<file path="src/rtl/mbist_mux_rep.sv">
// mbist_mux_rep: MBIST / functional mux for one 1R1W SRAM macro.
// A request/acknowledge mode FSM drains the memory before handing it to
// BIST, so BIST and functional traffic never mix. A small repair CAM
// remaps failing rows to spare rows; it is scannable for save/restore.
module mbist_mux_rep #(
  parameter int BIST_ADDR_WD = 9,
  parameter int BIST_DATA_WD = 32,
  parameter logic [BIST_ADDR_WD-1:0] BIST_ADDR_START = 9'h000,
  parameter logic [BIST_ADDR_WD-1:0] BIST_ADDR_END = 9'h1F8,
  parameter logic [BIST_ADDR_WD-1:0] BIST_REPAIR_ADDR_START = 9'h1FC,
  parameter int BIST_REPAIR_DEPTH = 4,
  parameter int BIST_DRAIN_CYC = 2
) (
  input  logic                        clk,
  input  logic                        rst_n,
  input  logic                        bist_req,
  output logic                        bist_ack,
  input  logic [BIST_ADDR_WD-1:0]     bist_addr,
  input  logic [BIST_DATA_WD-1:0]     bist_wdata,
  input  logic                        bist_wr,
  input  logic                        bist_rd,
  input  logic                        bist_error,
  input  logic [BIST_ADDR_WD-1:0]     bist_error_addr,
  output logic                        bist_correct,
  output logic                        bist_repair_fail,
  input  logic                        bist_sdi,
  input  logic                        bist_shift,
  output logic                        bist_sdo,
  output logic                        func_ready,
  input  logic                        func_cen_a,
  input  logic [BIST_ADDR_WD-1:0]     func_addr_a,
  output logic [BIST_DATA_WD-1:0]     func_dout_a,
  input  logic                        func_cen_b,
  input  logic                        func_web_b,
  input  logic [BIST_DATA_WD/8-1:0]   func_mask_b,
  input  logic [BIST_ADDR_WD-1:0]     func_addr_b,
  input  logic [BIST_DATA_WD-1:0]     func_din_b,
  output logic                        mem_cen_a,
  output logic [BIST_ADDR_WD-1:0]     mem_addr_a,
  input  logic [BIST_DATA_WD-1:0]     mem_dout_a,
  output logic                        mem_cen_b,
  output logic                        mem_web_b,
  output logic [BIST_DATA_WD/8-1:0]   mem_mask_b,
  output logic [BIST_ADDR_WD-1:0]     mem_addr_b,
  output logic [BIST_DATA_WD-1:0]     mem_din_b
);

  localparam int ENT_WD  = BIST_ADDR_WD + 1;
  localparam int CHAIN_L = BIST_REPAIR_DEPTH * ENT_WD;

  typedef enum logic [1:0] {ST_FUNC, ST_DRAIN, ST_BIST, ST_EXIT} mode_t;

  mode_t       state, state_nxt;
  logic [3:0]  drain_cnt, drain_cnt_nxt;

  // CAM storage doubles as the scan chain: entry i occupies
  // chain[i*ENT_WD +: ENT_WD] as {valid, addr}, entry D-1 at the top.
  logic [CHAIN_L-1:0]                           chain;
  logic [BIST_REPAIR_DEPTH-1:0]                 ent_v;
  logic [BIST_REPAIR_DEPTH-1:0][BIST_ADDR_WD-1:0] ent_a;

  logic [BIST_REPAIR_DEPTH-1:0] wr_sel;
  logic                         cam_hit, cam_full, err_oor, err_take;

  logic                    m_cen_a, m_cen_b, m_web_b;
  logic [BIST_ADDR_WD-1:0] m_addr_a, m_addr_b;

  // Lowest-index matching valid entry selects the spare row.
  function automatic logic [BIST_ADDR_WD-1:0] remap(
    input logic [BIST_REPAIR_DEPTH-1:0]                   v,
    input logic [BIST_REPAIR_DEPTH-1:0][BIST_ADDR_WD-1:0] a,
    input logic [BIST_ADDR_WD-1:0]                        addr
  );
    logic [BIST_ADDR_WD-1:0] r;
    r = addr;
    for (int i = BIST_REPAIR_DEPTH - 1; i >= 0; i--) begin
      if (v[i] && (a[i] == addr)) r = BIST_REPAIR_ADDR_START + BIST_ADDR_WD'(i);
    end
    return r;
  endfunction

  // Mode state register and drain counter.
  always_ff @(posedge clk or negedge rst_n) begin
    if (!rst_n) begin
      state     <= ST_FUNC;
      drain_cnt <= '0;
    end else begin
      state     <= state_nxt;
      drain_cnt <= drain_cnt_nxt;
    end
  end

  // Mode next-state: drain before granting, one idle cycle on the way out.
  always_comb begin
    state_nxt     = state;
    drain_cnt_nxt = drain_cnt;
    unique case (state)
      ST_FUNC: begin
        if (bist_req) begin
          state_nxt     = ST_DRAIN;
          drain_cnt_nxt = '0;
        end
      end
      ST_DRAIN: begin
        if (!bist_req) state_nxt = ST_EXIT;
        else if (drain_cnt == 4'(BIST_DRAIN_CYC - 1)) state_nxt = ST_BIST;
        else drain_cnt_nxt = drain_cnt + 4'd1;
      end
      ST_BIST: begin
        if (!bist_req) state_nxt = ST_EXIT;
      end
      ST_EXIT: state_nxt = ST_FUNC;
      default: state_nxt = ST_FUNC;
    endcase
  end

  // Unpack the chain into per-entry fields and find the capture target.
  always_comb begin
    logic found;
    ent_v    = '0;
    ent_a    = '0;
    wr_sel   = '0;
    cam_hit  = 1'b0;
    found    = 1'b0;
    for (int i = 0; i < BIST_REPAIR_DEPTH; i++) begin
      ent_v[i] = chain[i*ENT_WD + BIST_ADDR_WD];
      ent_a[i] = chain[i*ENT_WD +: BIST_ADDR_WD];
      if (ent_v[i] && (ent_a[i] == bist_error_addr)) cam_hit = 1'b1;
      if (!ent_v[i] && !found) begin
        wr_sel[i] = 1'b1;
        found     = 1'b1;
      end
    end
    cam_full = !found;
    // One unsigned compare covers both ends of the repairable window.
    err_oor  = (bist_error_addr - BIST_ADDR_START) > (BIST_ADDR_END - BIST_ADDR_START);
    err_take = bist_error && (state == ST_BIST) && !bist_shift;
  end

  // CAM / scan chain: shifting wins over error capture.
  always_ff @(posedge clk or negedge rst_n) begin
    if (!rst_n) begin
      chain <= '0;
    end else if (bist_shift) begin
      chain <= {chain[CHAIN_L-2:0], bist_sdi};
    end else if (err_take && !err_oor && !cam_hit && !cam_full) begin
      for (int i = 0; i < BIST_REPAIR_DEPTH; i++) begin
        if (wr_sel[i]) chain[i*ENT_WD +: ENT_WD] <= {1'b1, bist_error_addr};
      end
    end
  end

  // Sticky repair failure: out-of-range address or no free entry left.
  always_ff @(posedge clk or negedge rst_n) begin
    if (!rst_n) begin
      bist_repair_fail <= 1'b0;
    end else if (err_take && (err_oor || (!cam_hit && cam_full))) begin
      bist_repair_fail <= 1'b1;
    end
  end

  // Memory mux: functional in FUNC, BIST in BIST, fully idle otherwise.
  always_comb begin
    func_ready = 1'b0;
    bist_ack   = 1'b0;
    m_cen_a    = 1'b1;
    m_addr_a   = '0;
    m_cen_b    = 1'b1;
    m_web_b    = 1'b1;
    m_addr_b   = '0;
    mem_mask_b = '0;
    mem_din_b  = '0;
    unique case (state)
      ST_FUNC: begin
        func_ready = 1'b1;
        m_cen_a    = func_cen_a;
        m_addr_a   = func_addr_a;
        m_cen_b    = func_cen_b;
        m_web_b    = func_web_b;
        m_addr_b   = func_addr_b;
        mem_mask_b = func_mask_b;
        mem_din_b  = func_din_b;
      end
      ST_BIST: begin
        bist_ack   = 1'b1;
        m_cen_a    = !bist_rd;
        m_addr_a   = bist_addr;
        m_cen_b    = !bist_wr;
        m_web_b    = !bist_wr;
        m_addr_b   = bist_addr;
        mem_mask_b = '1;
        mem_din_b  = bist_wdata;
      end
      default: ;
    endcase
  end

  assign mem_cen_a    = m_cen_a;
  assign mem_cen_b    = m_cen_b;
  assign mem_web_b    = m_web_b;
  assign mem_addr_a   = remap(ent_v, ent_a, m_addr_a);
  assign mem_addr_b   = remap(ent_v, ent_a, m_addr_b);
  assign func_dout_a  = mem_dout_a;
  assign bist_correct = (|ent_v) && !bist_repair_fail;
  assign bist_sdo     = chain[CHAIN_L-1];

endmodule

</file>
<file path="config.mk">
export PLATFORM = sky130hd
export DESIGN_NAME = mbist_mux_rep
export DESIGN_NICKNAME = d
export VERILOG_FILES = /design/src/rtl/mbist_mux_rep.sv
export SDC_FILE = /design/constraint.sdc
export NUM_CORES = 1
export LEC_CHECK = 0
export ABC_AREA = 1
export CORE_ASPECT_RATIO = 1.2
export CORE_MARGIN = 2
export CORE_UTILIZATION = 39
export DETAILED_ROUTE_END_ITERATION = 7
export GPL_TIMING_DRIVEN = 0
export PLACE_DENSITY_LB_ADDON = 0.3
export RECOVER_POWER = 50
export SLEW_MARGIN = 20
export SYNTH_ARGS = -nofsm -noshare
export SYNTH_HDL_FRONTEND = slang
export SYNTH_SLANG_ARGS = --single-unit
</file>
<file path="constraint.sdc">
create_clock -name clk -period 2.63 [get_ports clk]
set_input_delay 0.6575 -clock clk [delete_from_list [all_inputs] [get_ports clk]]
set_output_delay 0.6575 -clock clk [all_outputs]
set_load 0.05 [all_outputs]
</file>
==> reports/metrics.cfg <==
[sta]
hold_viol=0
finClkSkew_ps=9.79
layout_min_cycle_time_ps=3250
fmax_mhz=307
final_max_slew_viol_count=0
worst_pin_slew_ps=1170
relSlewSlack=0.219
rsz0062_at_grt=true
finalSetupTns_ps=-14850
period_share=1.24
whs_ps=494
layout_setup_ws_ps=-624
finalSetupViolCount=50

[logic_synthesis]
yosys_most_used_dff=dfrtp_1
syn_inst=870
avgSynthCellArea_um2=6.07
yosysTopAreaCell=nand2_1
ys_types=38
synth.area.top_cells=nand2_1 23%, dfrtp_1 22%, nand3_1 9.4%
netlist_area_um2=5280
synth-edff-count=0
syn_nets=1023
synth_warnings=0
synth_top_area_frac=0.228
ys_ff_latch=47
yosysSeqAreaShare=0.223
async_flop_share=1.00

[setup_path]
cp_top_family=simple AND/OR/NAND/NOR gates
path_class=reg2out
path_cells=inv_4 -> buf_6 -> ha_4 -> nor2_4 -> inv_6 -> buf_12 -> nand2_4 -> xor2_1 -> nor2b_1 -> nand3_1 -> nor2_2 -> nor2_4 -> buf_6 -> nand3_2 -> buf_8
cp_slowest_stage_delay_ps=400
path_depth=15
start_kind=register
reg2reg_depth=11
cp_data_arrival_time_ps=2600
crit_path_max_fanout=9
slowest_stage=dfrtp_1
crit_buf_inv=6
cp.required_ps=1970
endpoint_kind=primary output

[global_routing]
antenna_found_initial=0
grt_use_total=0.319
grt_pass1_vias=6802
grt_first_pass_wirelength_mm=35.7
grt_overflow=0
grt_max_degree=28

[clock_network]
cts.path.max_buffers=2
clk_latency_ps=300
clk_pin_slew_ps=70
cts_hold_buffers=0
clock-sinks=47
cts_tree=built
cts_buffers=5
htreeDepth=2
cts_root_buffer=clkbuf_16

[route]
routedWlPerCell_um=18.3
vias=6952
drc=0
final_antenna_net_count=0
postRouteWirelength_mm=23.3
viasPerCell=5.46
first_pass_iters=6
first_iter_violations=616

[pwr]
ir_drop_v=0.00104
power.leakage_uw=0.00440
fin_total_pwr_uw=10100
pwr_density_cell_nw_per_um2=1180

[placement]
io_buffers=205
hpwlAfterDp_mm=18.3
globalplace.congestion=1.07

[run]
maxCapViolCount=0

[finish]
area_delta_synth_final_pct=62.1
diodes=0
nNetsFinal=1258
fillers=1232
drive_above_1_share=0.236

[worst_hold_path]
hold-path-cell-count=2
hp-class=reg2reg

[die]
die_w_um=110
core_region_area_um2=13200
std_cell_rows=46
pin_count=241
die_area_um2=14500
die_h_um=131
initial_utilization=0.399

[outcome]
status=finished, violations left
violations=setup timing

==> state kept, by name (all words and copies together) (netlist names) <==
signal	count
chain	40
drain_cnt	4
state	2
bist_repair_fail	1
==> synthesized netlist by cell type, drive strengths merged, types with 4 or more instances <==
library cell / n
nand2: 334
nand3: 101
nor2: 73
inv: 71
o21ai: 59
buf: 51
dfrtp: 47
a32o: 32
xor2: 27
a21oi: 16
clkbuf: 16
nand4: 12
nor3: 7
ha: 6
o22ai: 4
==> cell usage in the layout, fill, tap and decap left out, types with 20 or more instances in the layout <==
cell             instances
a32o_2                  28
clkdlybuf4s50_1        122
nand3_1                 79
o21ai_0                 53
nand2_1                297
dfrtp_1                 47
inv_1                   61
nor2_1                  62
buf_6                   50
buf_4                   48
xor2_1                  25
nand3_2                 20
==> repair_timing <==
item	CTS	global route
hold endpoints to repair	0	0
resized for setup	457	43
setup buffers	19	3
setup endpoints to repair	58	98
cloned	1	0
pin swaps	27	3
==> worst register-to-register path: stages (launching register included) <==
cell and delay, ps:
dfrtp_1 460, clkinv_1 420, nor2_1 200, nand2_1 60
nor2_1 110, nand3_1 100, nand2_1 160, nor2_4 90
nand3_1 120, buf_2 240, nand3_1 100, nand2_1 100
==> where the power goes <==
part | switching, uW | internal (uW) | total [uW]
sequential | 261 | 863 | 1120
combinational | 5070 | 3010 | 8080
clock | 308 | 546 | 853
total | 5640 | 4420 | 10100
==> worst paths after layout <==
check,startpoint,to,slack [ps]
setup / recovery,state[0]$_DFFE_PN0P_,mem_addr_a[8],-620
hold / removal,bist_repair_fail$_DFFE_PN0P_,bist_repair_fail$_DFFE_PN0P_,490
setup reg to reg,chain[9]$_DFFE_PN0P_,chain[21]$_DFFE_PN0P_,410
hold reg to reg,bist_repair_fail$_DFFE_PN0P_,bist_repair_fail$_DFFE_PN0P_,490
max in group asynchronous,rst_n,drain_cnt[1]$_DFFE_PN0P_,750
min in group asynchronous,rst_n,chain[5]$_DFFE_PN0P_,570
==> layer usage <==
| layer | up-vias | wire, um | global-route usage |
|---|---|---|---|
| li1 | 3288 | - | - |
| met1 | 3136 | 8050 | 0.355 |
| met2 | 437 | 11900 | 0.560 |
| met3 | 91 | 1860 | 0.0580 |
| met4 | 0 | 1470 | 0.174 |
| met5 | - | 0 | 0 |
==> area by class of cell <==
cell class,count,area [um^2],share of cell area
Timing Repair Buffer,229,2360,0.276
Clock buffer,5,125,0.0146
Clock inverter,3,67.6,0.00790
Sequential cell,47,1180,0.137
Multi-Input combinational cell,683,3820,0.447
Tap cell,168,210,0.0246
Inverter,73,289,0.0338
Buffer,66,502,0.0586
==> cell families (layout without fill, tap and decap cells) <==
family                   Yosys count  count (layout)  synth area share
adder cells (fa/ha/maj)            6               6            0.0142
XOR/XNOR                          29              29            0.0481
buffers and inverters            140             376             0.135
AND/OR/NAND/NOR                  532             532             0.436
AO/OA/AOI/OAI                    116             116             0.144
flip-flops                        47              47             0.223
==> per-stage QoR <==
step | utilization | setup slack (ps) | instance area, um^2 | std cells
final | 0.646 | -624 | 8560 | 1274
after global routing | 0.646 | -762 | 8560 | 1274
after CTS | 0.641 | -576 | 8490 | 1271
after detailed placement | 0.587 | -1380 | 7770 | 1244
after global placement | 0.586 | -1370 | 7750 | 1243
after floorplan | - | -228 | 5490 | 870
No activity file was read; power rests on OpenSTA's default activity.
